## src/rtl/mem_link_pkg.sv

```systemverilog
// Shared state encoding and sizing helpers for the memory link controller.
package mem_link_pkg;

  typedef enum logic [2:0] {
    IDLE,
    ADDR,
    WDATA,
    RDATA,
    RESP
  } state_t;

  function automatic int beats(input int wide_w, input int link_w);
    return wide_w / link_w;
  endfunction

  function automatic int bcnt_width(input int na, input int nd);
    int m;
    m = (na > nd) ? na : nd;
    return $clog2(m + 1);
  endfunction

  function automatic int tcnt_width(input int timeout);
    return $clog2(timeout + 1);
  endfunction

endpackage

```

## src/rtl/mem_link_ctlr_beat_timer.sv

```systemverilog
// Per-beat timeout counter: counts ack-less cycles of the current beat and
// flags the cycle whose edge would take the count to TIMEOUT.
module link_beat_timer
  import mem_link_pkg::*;
#(
  parameter int TIMEOUT = 255
) (
  input  logic clk,
  input  logic rst_n,
  input  logic i_clr,
  input  logic i_en,
  output logic o_expired
);

  localparam int CNT_W = tcnt_width(TIMEOUT);

  logic [CNT_W-1:0] r_cnt;

  always_ff @(posedge clk or negedge rst_n) begin
    if (!rst_n) begin
      r_cnt <= '0;
    end else if (i_clr) begin
      r_cnt <= '0;
    end else if (i_en) begin
      r_cnt <= r_cnt + 1'b1;
    end
  end

  // An ack in the final cycle keeps i_en low, so the ack wins over expiry.
  assign o_expired = i_en && (r_cnt == CNT_W'(TIMEOUT - 1));

endmodule

```

## src/rtl/mem_link_ctlr.sv

```systemverilog
// CPU request/response to narrow external link bridge: serialises address
// and data into strobe/ack beats with a per-beat timeout.
//
// state | meaning
// IDLE  | ready for a CPU request
// ADDR  | sending address beats, LS slice first
// WDATA | sending write data beats, LS slice first
// RDATA | collecting read data beats into the read register
// RESP  | one-cycle response pulse
module mem_link_ctlr
  import mem_link_pkg::*;
#(
  parameter int ADDR_W  = 32,
  parameter int DATA_W  = 32,
  parameter int LINK_W  = 16,
  parameter int TIMEOUT = 255
) (
  input  logic              clk,
  input  logic              rst_n,
  input  logic              i_req_valid,
  output logic              o_req_ready,
  input  logic              i_req_we,
  input  logic [ADDR_W-1:0] i_req_addr,
  input  logic [DATA_W-1:0] i_req_wdata,
  output logic              o_rsp_valid,
  output logic [DATA_W-1:0] o_rsp_rdata,
  output logic              o_rsp_err,
  output logic [LINK_W-1:0] o_link_out,
  output logic              o_link_oe,
  input  logic [LINK_W-1:0] i_link_in,
  output logic              o_link_stb,
  output logic              o_link_we,
  input  logic              i_link_ack
);

  localparam int NA     = beats(ADDR_W, LINK_W);
  localparam int ND     = beats(DATA_W, LINK_W);
  localparam int BCNT_W = bcnt_width(NA, ND);

  state_t r_state, w_state_nxt;

  logic [BCNT_W-1:0] r_bcnt, w_bcnt_nxt;
  logic [ADDR_W-1:0] r_addr, w_addr_nxt;
  logic [DATA_W-1:0] r_wdata, w_wdata_nxt;
  logic [DATA_W-1:0] r_rdata, w_rdata_nxt;
  logic              r_we, w_we_nxt;
  logic              w_err_nxt;

  logic              r_rsp_valid, r_rsp_err, r_link_oe, r_link_stb, r_link_we;
  logic [DATA_W-1:0] r_rsp_rdata, w_rsp_rdata_nxt;
  logic [LINK_W-1:0] r_link_out, w_link_out_nxt;
  logic              w_nxt_beat;

  logic w_in_beat, w_last, w_expired;

  assign w_in_beat = (r_state == ADDR) || (r_state == WDATA) || (r_state == RDATA);
  assign w_last    = (r_state == ADDR) ? (r_bcnt == BCNT_W'(NA - 1))
                                       : (r_bcnt == BCNT_W'(ND - 1));

  link_beat_timer #(.TIMEOUT(TIMEOUT)) u_timer (
    .clk       (clk),
    .rst_n     (rst_n),
    .i_clr     (!w_in_beat || i_link_ack),
    .i_en      (w_in_beat && !i_link_ack),
    .o_expired (w_expired)
  );

  always_ff @(posedge clk or negedge rst_n) begin
    if (!rst_n) begin
      r_state <= IDLE;
    end else begin
      r_state <= w_state_nxt;
    end
  end

  always_comb begin
    w_state_nxt = r_state;
    w_bcnt_nxt  = r_bcnt;
    w_addr_nxt  = r_addr;
    w_wdata_nxt = r_wdata;
    w_rdata_nxt = r_rdata;
    w_we_nxt    = r_we;
    w_err_nxt   = 1'b0;
    unique case (r_state)
      IDLE: begin
        if (i_req_valid) begin
          w_state_nxt = ADDR;
          w_bcnt_nxt  = '0;
          w_addr_nxt  = i_req_addr;
          w_wdata_nxt = i_req_wdata;
          w_rdata_nxt = '0;
          w_we_nxt    = i_req_we;
        end
      end
      ADDR, WDATA, RDATA: begin
        if (i_link_ack) begin
          if (r_state == ADDR)  w_addr_nxt  = r_addr >> LINK_W;
          if (r_state == WDATA) w_wdata_nxt = r_wdata >> LINK_W;
          // Shift in from the top so the first beat lands in the LS slice.
          if (r_state == RDATA)
            w_rdata_nxt = (r_rdata >> LINK_W) | (DATA_W'(i_link_in) << (DATA_W - LINK_W));
          if (w_last) begin
            w_bcnt_nxt = '0;
            if (r_state == ADDR) w_state_nxt = r_we ? WDATA : RDATA;
            else                 w_state_nxt = RESP;
          end else begin
            w_bcnt_nxt = r_bcnt + 1'b1;
          end
        end else if (w_expired) begin
          w_state_nxt = RESP;
          w_err_nxt   = 1'b1;
          w_rdata_nxt = '0;
        end
      end
      RESP:    w_state_nxt = IDLE;
      default: w_state_nxt = IDLE;
    endcase
  end

  // Output values for the cycle after the edge, so every output is a flop.
  always_comb begin
    w_nxt_beat      = (w_state_nxt == ADDR) || (w_state_nxt == WDATA) || (w_state_nxt == RDATA);
    w_link_out_nxt  = '0;
    w_rsp_rdata_nxt = '0;
    if (w_state_nxt == ADDR)       w_link_out_nxt = w_addr_nxt[LINK_W-1:0];
    else if (w_state_nxt == WDATA) w_link_out_nxt = w_wdata_nxt[LINK_W-1:0];
    if ((w_state_nxt == RESP) && !w_err_nxt && !r_we) w_rsp_rdata_nxt = w_rdata_nxt;
  end

  always_ff @(posedge clk or negedge rst_n) begin
    if (!rst_n) begin
      r_bcnt      <= '0;
      r_addr      <= '0;
      r_wdata     <= '0;
      r_rdata     <= '0;
      r_we        <= 1'b0;
      r_rsp_valid <= 1'b0;
      r_rsp_err   <= 1'b0;
      r_rsp_rdata <= '0;
      r_link_out  <= '0;
      r_link_oe   <= 1'b0;
      r_link_stb  <= 1'b0;
      r_link_we   <= 1'b0;
    end else begin
      r_bcnt      <= w_bcnt_nxt;
      r_addr      <= w_addr_nxt;
      r_wdata     <= w_wdata_nxt;
      r_rdata     <= w_rdata_nxt;
      r_we        <= w_we_nxt;
      r_rsp_valid <= (w_state_nxt == RESP);
      r_rsp_err   <= (w_state_nxt == RESP) && w_err_nxt;
      r_rsp_rdata <= w_rsp_rdata_nxt;
      r_link_out  <= w_link_out_nxt;
      r_link_oe   <= (w_state_nxt == ADDR) || (w_state_nxt == WDATA);
      r_link_stb  <= w_nxt_beat;
      r_link_we   <= w_nxt_beat && w_we_nxt;
    end
  end

  assign o_req_ready = (r_state == IDLE);
  assign o_rsp_valid = r_rsp_valid;
  assign o_rsp_err   = r_rsp_err;
  assign o_rsp_rdata = r_rsp_rdata;
  assign o_link_out  = r_link_out;
  assign o_link_oe   = r_link_oe;
  assign o_link_stb  = r_link_stb;
  assign o_link_we   = r_link_we;

endmodule

```

## config.mk

```make
export PLATFORM = sky130hd
export DESIGN_NAME = mem_link_ctlr
export DESIGN_NICKNAME = d
export VERILOG_FILES = /design/src/rtl/mem_link_pkg.sv /design/src/rtl/mem_link_ctlr_beat_timer.sv /design/src/rtl/mem_link_ctlr.sv
export SDC_FILE = /design/constraint.sdc
export NUM_CORES = 1
export LEC_CHECK = 0
export CORE_ASPECT_RATIO = 1.75
export CORE_UTILIZATION = 50
export DETAILED_ROUTE_END_ITERATION = 6
export DONT_BUFFER_PORTS = 1
export GPL_TIMING_DRIVEN = 0
export HOLD_SLACK_MARGIN = 0.1
export PLACE_DENSITY = 0.69
export SLEW_MARGIN = 40
export SYNTH_ARGS = -nofsm -noshare
export SYNTH_HDL_FRONTEND = slang
export SYNTH_SLANG_ARGS = --single-unit
```

## constraint.sdc

```tcl
create_clock -name clk -period 5.23 [get_ports clk]
set_input_delay 0.2615 -clock clk [delete_from_list [all_inputs] [get_ports clk]]
set_output_delay 0.2615 -clock clk [all_outputs]
set_load 0.005 [all_outputs]
```

==> results_dict.tcl, run 1 <==
set metrics [dict create \
    status "finished, violations left" \
    violations "design-rule violations" \
    crit_chain "or4b_1, clkbuf_1, buf_2, and3_1, o2111ai_1, o22ai_1" \
    final_nets 801 \
    track_usage_pct 26.0 \
    antenna_found_initial 0 \
    cp_num_buf_inv 2 \
    synth_nets 715 \
    fp.dieH_um 156 \
    die_area_um2 14000 \
    grt_pass1_wl_um 28000 \
    fin_tns_setup_ns 0 \
    finalClockSkew_ns 0.0190 \
    end_kind "flip-flop" \
    slowest_stage "or4b_1" \
    vias 5222 \
    postRouteAntennaNets 0 \
    power.total_w 0.00446 \
    clk_pin_slew_worst_paths_ns 0.06 \
    clockBufferDepth 2 \
    worstReg2RegStart "r_state[1]" \
    dp.cells 799 \
    timing.final.crit_share_pct 45.1 \
    first_pass_iters 7 \
    powerDensity_nw_per_um2 539 \
    io_pins 139 \
    gp_congestion 0.886 \
    setup_viol 0 \
    yosysSeqAreaShare_pct 60.5 \
    hold_path_class "input pin to flip-flop" \
    drive_gt1_share_pct 7.58 \
    grt.met2_usage_pct 49.4 \
    cpPeakStageDelay_ns 0.59 \
    vias_per_cell 5.82 \
    grt_max_degree 164 \
    endpoint "o_link_out[15]" \
    grt_pass1_vias 5445 \
    grt_overflow 0 \
    rsz0062_at_grt "no" \
    period_minus_slack_ns 2.36 \
    fmax_mhz 424 \
    worstPathRequired_ns 5.49 \
    htreeDepth 4 \
    max_slew_margin_pct 54.5 \
    numCtsBuffers 17 \
    synth_ff_type "dfrtp_1" \
    yosys_warnings 0 \
    cts_tree "yes" \
    drtIter0Drc 296 \
    cp.arrival_ns 2.62 \
    clk_latency_ns 0.42 \
    r2r_setup_slack_ns 2.87 \
    syn_to_final_growth_pct 22.9 \
    rows 55 \
    num_antenna_cells 0 \
    hold_violations 0 \
    synth_area_um2 6740 \
    ys_seq_elements 163 \
    cts_resized 0 \
    initial_core_util_pct 51.8 \
    async_reset_ff_share_pct 100 \
    grtUsageMet3_pct 4.82 \
    hold_slack_ns 0.111 \
    final_cells 897 \
    portBuffers 0 \
    cts.sinks 163 \
    utilization_pct 63.7 \
    reg2reg_depth 6 \
    ir_worst_vdd_mv 0.340 \
    busiest_layer "met2" \
    synthDistinctLibCells 50 \
    crit_start "r_state[1]" \
    slew_viol_final 0 \
    setup.worst_path.start_class "flip-flop" \
    timing.rr.end "o_link_out[15]" \
    core_area_um2 13000 \
    leakage_nw 4.05 \
    synth-edff-count 0 \
    worstPathMaxFanout 10 \
    max_slew.worst_pin.slew_ns 0.671 \
    cts-root-buf "clkbuf_16" \
    syn_area_per_cell_um2 10.7 \
    crit_family "simple AND/OR/NAND/NOR gates" \
    dpl.hpwl_um 11900 \
    drc 1 \
    routed_wl_um 17400 \
    wl_per_cell_um 19.4 \
    crit_type "flip-flop to flip-flop" \
    syn_inst 628 \
    maxCapViolCount 0 \
    cp_num_cells 6 \
    gr-usage-met1_pct 27.6 \
    die_w_um 89.7 \
]
kinds of logic after synthesis:
kind of cell / count (synthesis) / synth area share [%]
AO/OA/AOI/OAI: 179 / 18.3
XOR/XNOR: 5 / 0.650
adder cells (fa/ha/maj): 2 / 0.371
buffers and inverters: 59 / 3.60
flip-flops: 163 / 60.5
multiplexers: 2 / 0.316
AND/OR/NAND/NOR: 218 / 16.3
repair_timing:
action	in CTS	in global routing
setup buffers	0	0
endpoints found under the hold margin	244	0
hold buffers	66	0
report_power, final:
part           internal (W)  leakage, nW  switching [W]
registers           0.00161         2.16       0.000176
clock network      0.000816        0.301       0.000507
logic              0.000524         1.58       0.000835
synth_stat cells, types with 2 or more instances:
| cell type | count | share of area (%) |
|---|---|---|
| clkbuf_1 | 33 | 1.8 |
| nor2_1 | 13 | 0.72 |
| nand3_1 | 22 | 1.6 |
| dfrtp_1 | 163 | 61 |
| or2_1 | 13 | 1.2 |
| o311ai_1 | 2 | 0.26 |
| o21ai_0 | 37 | 2.7 |
| o22ai_1 | 13 | 1.2 |
| xnor2_1 | 2 | 0.26 |
| o32ai_1 | 3 | 0.39 |
| o21ai_1 | 2 | 0.15 |
| o211ai_1 | 14 | 1.6 |
| a211o_1 | 13 | 1.7 |
| inv_1 | 10 | 0.56 |
| nor2b_1 | 4 | 0.37 |
| and3_1 | 29 | 2.7 |
| a22oi_1 | 7 | 0.78 |
| nand4bb_1 | 2 | 0.33 |
| and2_1 | 13 | 1.2 |
| a21boi_1 | 6 | 0.67 |
| o2111ai_1 | 13 | 1.7 |
| ha_1 | 2 | 0.37 |
| or2_2 | 3 | 0.28 |
| a21boi_0 | 2 | 0.22 |
| xor2_1 | 3 | 0.39 |
| buf_2 | 14 | 1.0 |
| nand2_1 | 104 | 5.8 |
| a21oi_1 | 34 | 2.5 |
| nor3_1 | 3 | 0.22 |
| a22o_1 | 29 | 3.8 |
stage by stage:
stage | cell area [um2] | worst slack [ns]
floorplan | 6740 | 3.38
global placement | 6950 | 2.92
detailed placement | 6950 | 2.89
CTS | 8250 | 2.87
global route | 8280 | 2.76
finish | 8280 | 2.87
state kept, by name (all words and copies together), names as in the netlist, 2 cells and up:
signal,cells
r_bcnt,2
r_wdata,32
u_timer.r_cnt,8
o_rsp_rdata,32
r_rdata,32
o_link_out,16
r_addr,32
r_state,3
worst reg2reg max path: stages, from the launching register on:
cell and delay (ns):
dfrtp_1 0.47, or4b_1 0.59, clkbuf_1 0.23, buf_2 0.23, and3_1 0.19, o2111ai_1 0.32
o22ai_1 0.17
cell usage in the layout, fill, tap and decap left out, types with 7 or more instances in the layout:
cell           synthesis  final
a211o_1               13     13
a21oi_1               34     34
a22o_1                29     29
a22oi_1                7      7
and2_1                13     13
and3_1                29     29
buf_2                 14     14
clkbuf_1              33     35
clkbuf_16              0     17
dfrtp_1              163    163
dlygate4sd3_1          0     65
inv_1                 10     10
nand2_1              104    104
nand3_1               22     22
nor2_1                13     13
o2111ai_1             13     13
o211ai_1              14     14
o21ai_0               37     37
o22ai_1               13     13
or2_1                 13     13
final cells by class:
type / instances / area, um2
Buffer: 48 / 201
Clock buffer: 20 / 447
Clock inverter: 11 / 176
Fill cell: 985 / 4730
Inverter: 11 / 41.3
Multi-Input combinational cell: 406 / 2410
Sequential cell: 163 / 4080
Tap cell: 171 / 214
Timing Repair Buffer: 67 / 706
worst min-delay path by stage:
stage                   startpoint         endpoint  slack [ns]  cells after the start
floorplan                    rst_n        o_link_oe       -0.03                      0
global placement             rst_n  o_rsp_rdata[24]       -0.03                      0
detailed placement           rst_n  o_rsp_rdata[24]       -0.03                      0
CTS                  i_req_addr[5]        r_addr[5]        0.10                      2
global route        i_req_addr[12]       r_addr[12]        0.12                      2
finish               i_req_addr[5]        r_addr[5]        0.11                      2
layer usage:
metal	routed length, um	up-vias
li1	-	2418
met4	634	0
met2	9630	207
met3	789	34
met5	0	-
met1	6380	2563
Note: power is estimated with default switching activity, not from simulation.
==> run 2: changes to the inputs <==
==> constraint.sdc (replaced) <==
create_clock -name clk -period 2.25 [get_ports clk]
set_input_delay 0.1125 -clock clk [delete_from_list [all_inputs] [get_ports clk]]
set_output_delay 0.1125 -clock clk [all_outputs]
set_load 0.005 [all_outputs]
==> results_dict.tcl, run 2 (same netlist as run 1, synthesis figures left out) <==
set metrics [dict create \
    period_minus_slack_ns 2.24 \
    hold_slack_ns -0.613 \
    crit_chain "or4b_4, clkbuf_4, buf_2, and3_1, o211ai_1, o22ai_1" \
    cts_hold_buf 82 \
    drive_gt1_share_pct 9.95 \
    slew_viol_final 0 \
    cts_tree "yes" \
    clk_pin_slew_worst_paths_ns 0.06 \
    dpl.hpwl_um 11900 \
    hold_path_class "input pin to async pin" \
    final_nets 819 \
    numCtsBuffers 17 \
    htreeDepth 4 \
    place_area_um2 6950 \
    crit_type "flip-flop to flip-flop" \
    die_area_um2 14000 \
    grt_overflow 0 \
    gp_congestion 0.886 \
    drc 0 \
    layout_common_cells "dfrtp_1 (161), nand2_1 (104), dlygate4sd3_1 (82), o21ai_0 (37), a21oi_1 (34)" \
    timing.rr.end "o_link_out[11]" \
    syn_to_final_growth_pct 25.9 \
    cp_num_buf_inv 2 \
    clockBufferDepth 2 \
    timing.final.crit_share_pct 99.6 \
    fin_tns_setup_ns 0 \
    cts.sinks 163 \
    fin_area_um2 8480 \
    postRouteAntennaNets 0 \
    io_pins 139 \
    vias 5321 \
    vias_per_cell 5.82 \
    status "finished, violations left" \
    pre_cts_slack_ns -0.0895 \
    fmax_mhz 446 \
    max_slew_margin_pct 55.8 \
    final_common_cell "dfrtp_1" \
    num_antenna_cells 0 \
    setup.worst_path.start_class "flip-flop" \
    drtIter0Drc 372 \
    powerDensity_nw_per_um2 1240 \
    max_slew.worst_pin.slew_ns 0.653 \
    fp.dieH_um 156 \
    cp.arrival_ns 2.52 \
    first_pass_iters 5 \
    wl_per_cell_um 19.8 \
    reg2reg_depth 6 \
    cpPeakStageDelay_ns 0.54 \
    initial_core_util_pct 51.8 \
    finalClockSkew_ns 0.0156 \
    track_usage_pct 26.7 \
    worstPathMaxFanout 10 \
    worst_slack_ns 0.00980 \
    grt_pass1_wl_um 28700 \
    hold_violations 163 \
    grt_pass1_vias 5484 \
    setup_viol 0 \
    clk_latency_ns 0.42 \
    antenna_found_initial 0 \
    slowest_stage "or4b_4" \
    maxCapViolCount 0 \
    cts-root-buf "clkbuf_16" \
    crit_family "simple AND/OR/NAND/NOR gates" \
    r2r_setup_slack_ns 0.01 \
    ir_worst_vdd_mv 0.798 \
    die_w_um 89.7 \
    end_kind "flip-flop" \
    grt_max_degree 164 \
    routed_wl_um 18100 \
    worstReg2RegStart "r_state[0]" \
    rows 55 \
    rsz0062_at_grt "yes" \
    violations "negative hold slack" \
    worstPathRequired_ns 2.53 \
    core_area_um2 13000 \
    leakage_nw 4.15 \
    portBuffers 0 \
]
[run 2: cell types whose count changed in the layout (fill, tap and decap cells not counted), sizes merged]
cell / change
dlygate4sd3: +17
clkbuf: +1
[run 2: how the worst max path moves through the flow]
stage,endpoint,startpoint,cells after the start,slack [ns]
2_1_floorplan,o_link_out[14],r_state[1],6,0.40
3_3_place_gp,o_link_out[15],r_state[1],6,-0.06
3_5_place_dp,o_link_out[15],r_state[1],6,-0.09
4_1_cts,o_rsp_rdata[2],u_timer.r_cnt[0],7,0.005
5_1_grt,o_link_out[11],r_state[0],6,-0.11
6_report,o_link_out[11],r_state[0],6,0.01
[run 2: power by group]
part           switching, W  internal, W
clock               0.00119      0.00189
sequential         0.000420      0.00374
combinational       0.00196      0.00131
total               0.00357      0.00695
[run 2: worst register-to-register path: cells and delay by family (launching register included)]
family / cells / cell delay, ns
AND/OR/NAND/NOR: 2 / 0.73
flip-flops: 1 / 0.47
AO/OA/AOI/OAI: 2 / 0.53
buffers and inverters: 2 / 0.37
[run 2: routing by layer]
metal	routed length [um]	vias to the layer above	global-route usage [%]
met3	920	36	5.36
met5	0	-	0
met2	10100	213	51.0
li1	-	2438	-
met4	627	0	12.3
met1	6430	2634	27.9
[run 2: final cells by class]
class                      instances  area [um2]
fill                             943        4520
sequential                       163        4080
multi-input combinational        406        2450
timing repair buffer              85         856
clock buffer                      20         447
buffer                            48         220
tap                              171         214
clock inverter                    11         176
inverter                          11        41.3
[run 2: per-stage QoR]
stage / hold slack, ns / total power (W) / util [%] / cells
finish: -0.613 / 0.0105 / 65.2 / 915
global route: -0.626 / 0.0110 / 65.2 / 915
CTS: -0.620 / 0.0104 / 64.7 / 912
detailed placement: -0.178 / 0.00711 / 53.4 / 799
global placement: -0.180 / 0.00699 / 53.4 / 799
floorplan: -0.183 / 0.00622 / - / 628
[run 2: timing repair]
item	4_1_cts	5_1_grt
pin swaps	1	2
endpoints found under the setup margin	17	60
hold endpoints to repair	266	163
gates resized for setup	6	25
gates cloned	0	0
buffers inserted	0	3
==> run 3: changes to the inputs <==
--- a/config.mk
+++ b/config.mk
@@ -5,6 +5,7 @@
 export SDC_FILE = /design/constraint.sdc
 export NUM_CORES = 1
 export LEC_CHECK = 0
+export ABC_AREA = 1
 export CORE_ASPECT_RATIO = 1.75
 export CORE_UTILIZATION = 50
 export DETAILED_ROUTE_END_ITERATION = 6
@@ -15,4 +16,5 @@
 export SLEW_MARGIN = 40
 export SYNTH_ARGS = -nofsm -noshare
 export SYNTH_HDL_FRONTEND = slang
+export SYNTH_HIERARCHICAL = 1
 export SYNTH_SLANG_ARGS = --single-unit
==> results_dict.tcl, run 3 <==
set metrics [dict create \
    first_pass_iters 5 \
    synth_area_leaders "dfrtp_1 (56%), nand2_1 (13%), nand3_1 (13%)" \
    ys_seq_elements 163 \
    postRouteAntennaNets 0 \
    vias 6216 \
    worstPathRequired_ns 2.55 \
    gp_congestion 0.826 \
    rows 58 \
    end_kind "flip-flop" \
    synth_ff_type "dfrtp_1" \
    dp.cells 1036 \
    drc 0 \
    cts_hold_buf 81 \
    io_pins 139 \
    grt_overflow 0 \
    cts-root-buf "clkbuf_16" \
    status "finished, violations left" \
    clk_pin_slew_worst_paths_ns 0.07 \
    reg2reg_depth 11 \
    yosysMostFrequentCell "nand2_1" \
    initial_core_util_pct 51.0 \
    yosysSeqAreaShare_pct 55.7 \
    fmax_mhz 468 \
    yosys_warnings 6 \
    cts_tree "yes" \
    yosysTopAreaCellShare_pct 55.7 \
    timing.rr.end "o_link_out[9]" \
    r2r_setup_slack_ns 0.11 \
    die_area_um2 15200 \
    fin_tns_setup_ns 0 \
    dpl.hpwl_um 12900 \
    maxCapViolCount 0 \
    wl_per_cell_um 16.5 \
    hold_slack_ns -0.603 \
    period_minus_slack_ns 2.14 \
    final_cells 1160 \
    grt_pass1_wl_um 31300 \
    syn_inst 856 \
    fillers 1235 \
    num_antenna_cells 0 \
    antenna_found_initial 0 \
    max_slew_margin_pct 65.8 \
    drtIter0Drc 245 \
    powerDensity_nw_per_um2 1170 \
    htreeDepth 4 \
    setup.worst_path.start_class "flip-flop" \
    numCtsBuffers 17 \
    worstReg2RegStart "r_state[1]" \
    crit_type "flip-flop to flip-flop" \
    track_usage_pct 27.0 \
    clk_latency_ns 0.42 \
    synth_area_um2 7330 \
    finalClockSkew_ns 0.0109 \
    grt_pass1_vias 6411 \
    portBuffers 0 \
    async_reset_ff_share_pct 100 \
    power.total_w 0.0106 \
    synthDistinctLibCells 30 \
    synth_nets 943 \
    violations "negative hold slack" \
    syn_area_per_cell_um2 8.56 \
    final_nets 1054 \
    max_slew.worst_pin.slew_ns 0.513 \
    routed_wl_um 19100 \
    clockBufferDepth 2 \
    leakage_nw 4.86 \
    core_area_um2 14400 \
    synth-edff-count 0 \
    die_w_um 93.5 \
    cts.sinks 163 \
    ir_worst_vdd_mv 0.847 \
    syn_to_final_growth_pct 24.0 \
    vias_per_cell 5.36 \
    hold_violations 163 \
    hold_path_class "input pin to async pin" \
    fp.dieH_um 162 \
    timing.final.crit_share_pct 95.0 \
    yosysTopAreaCell "dfrtp_1" \
    drive_gt1_share_pct 10.8 \
    grt_max_degree 164 \
    final_common_cell "nand2_1" \
    worstPathMaxFanout 10 \
    layout_common_cells "nand2_1 (255), nand3_1 (187), dfrtp_1 (162), inv_1 (96), dlygate4sd3_1 (81)" \
    setup_viol 0 \
    cp.arrival_ns 2.43 \
    slew_viol_final 0 \
    synth.top_cells.by_count "nand2_1 (256), nand3_1 (187), dfrtp_1 (163), inv_1 (97), o211ai_1 (32)" \
]
## run 3: worst max-delay path: stages, from the launching register on
cell and delay [ns]:
dfrtp_1 0.36, buf_4 0.16, inv_2 0.10, nand2_4 0.07
buf_4 0.15, nor2_4 0.23, nand2_2 0.22, buf_2 0.25
nand3_1 0.08, nand3_1 0.17, nand3_1 0.17, nand2_1 0.07
## run 3: cell type report
class	instances	area [um2]	area share [%]
multi-input cells	541	2650	29.1
inverters	104	400	4.41
clock buffers	19	443	4.88
clock inverters	13	116	1.28
plain buffers	48	265	2.92
well taps	180	225	2.48
repair buffers	92	906	9.97
flip-flops and latches	163	4080	44.9
## run 3: per-stage QoR
step	hold WS [ns]	setup slack, ns	area [um2]	util (%)
global route	-0.634	-0.00117	9080	63.2
global placement	-0.177	-0.587	7550	52.6
finish	-0.603	0.112	9080	63.2
detailed placement	-0.175	-0.572	7550	52.6
CTS	-0.621	0.0153	9000	62.6
floorplan	-0.183	0.00773	7330	-
## run 3: repair_timing
| action | CTS | global route |
|---|---|---|
| resized for setup | 11 | 10 |
| endpoints found under the hold margin | 275 | 163 |
| setup endpoints to repair | 85 | 66 |
| pin swaps | 2 | 6 |
| setup buffers | 3 | 7 |
| gates cloned | 0 | 1 |
## run 3: how the worst max path moves through the flow
stage                    start              to  slack, ns  depth (start not counted)
floorplan           r_state[1]  o_link_out[10]      0.008                         15
global placement    r_state[1]  o_link_out[12]      -0.59                         15
detailed placement  r_state[1]  o_link_out[12]      -0.57                         15
CTS                 r_state[1]  o_link_out[12]       0.02                         15
global route        r_state[1]   o_link_out[7]     -0.001                         11
finish              r_state[1]   o_link_out[9]       0.11                         11
## run 3: cell families after synthesis
logic type	synth area share [%]
simple gates	29.3
flops	55.7
buf+inv	8.56
fa+ha+maj	0.342
compound gates	6.01
xor+xnor	0.120
## run 3: power by group
group,switching (W),total [W],internal [W]
Sequential,0.000425,0.00413,0.00371
Combinational,0.00242,0.00374,0.00132
Clock,0.00127,0.00276,0.00148
Total,0.00411,0.0106,0.00651
## run 3: layer usage
layer / track usage, % / wire, um
met5: 0 / 0
met1: 28.8 / 6880
met4: 15.2 / 1000
met2: 49.1 / 10500
met3: 4.78 / 778
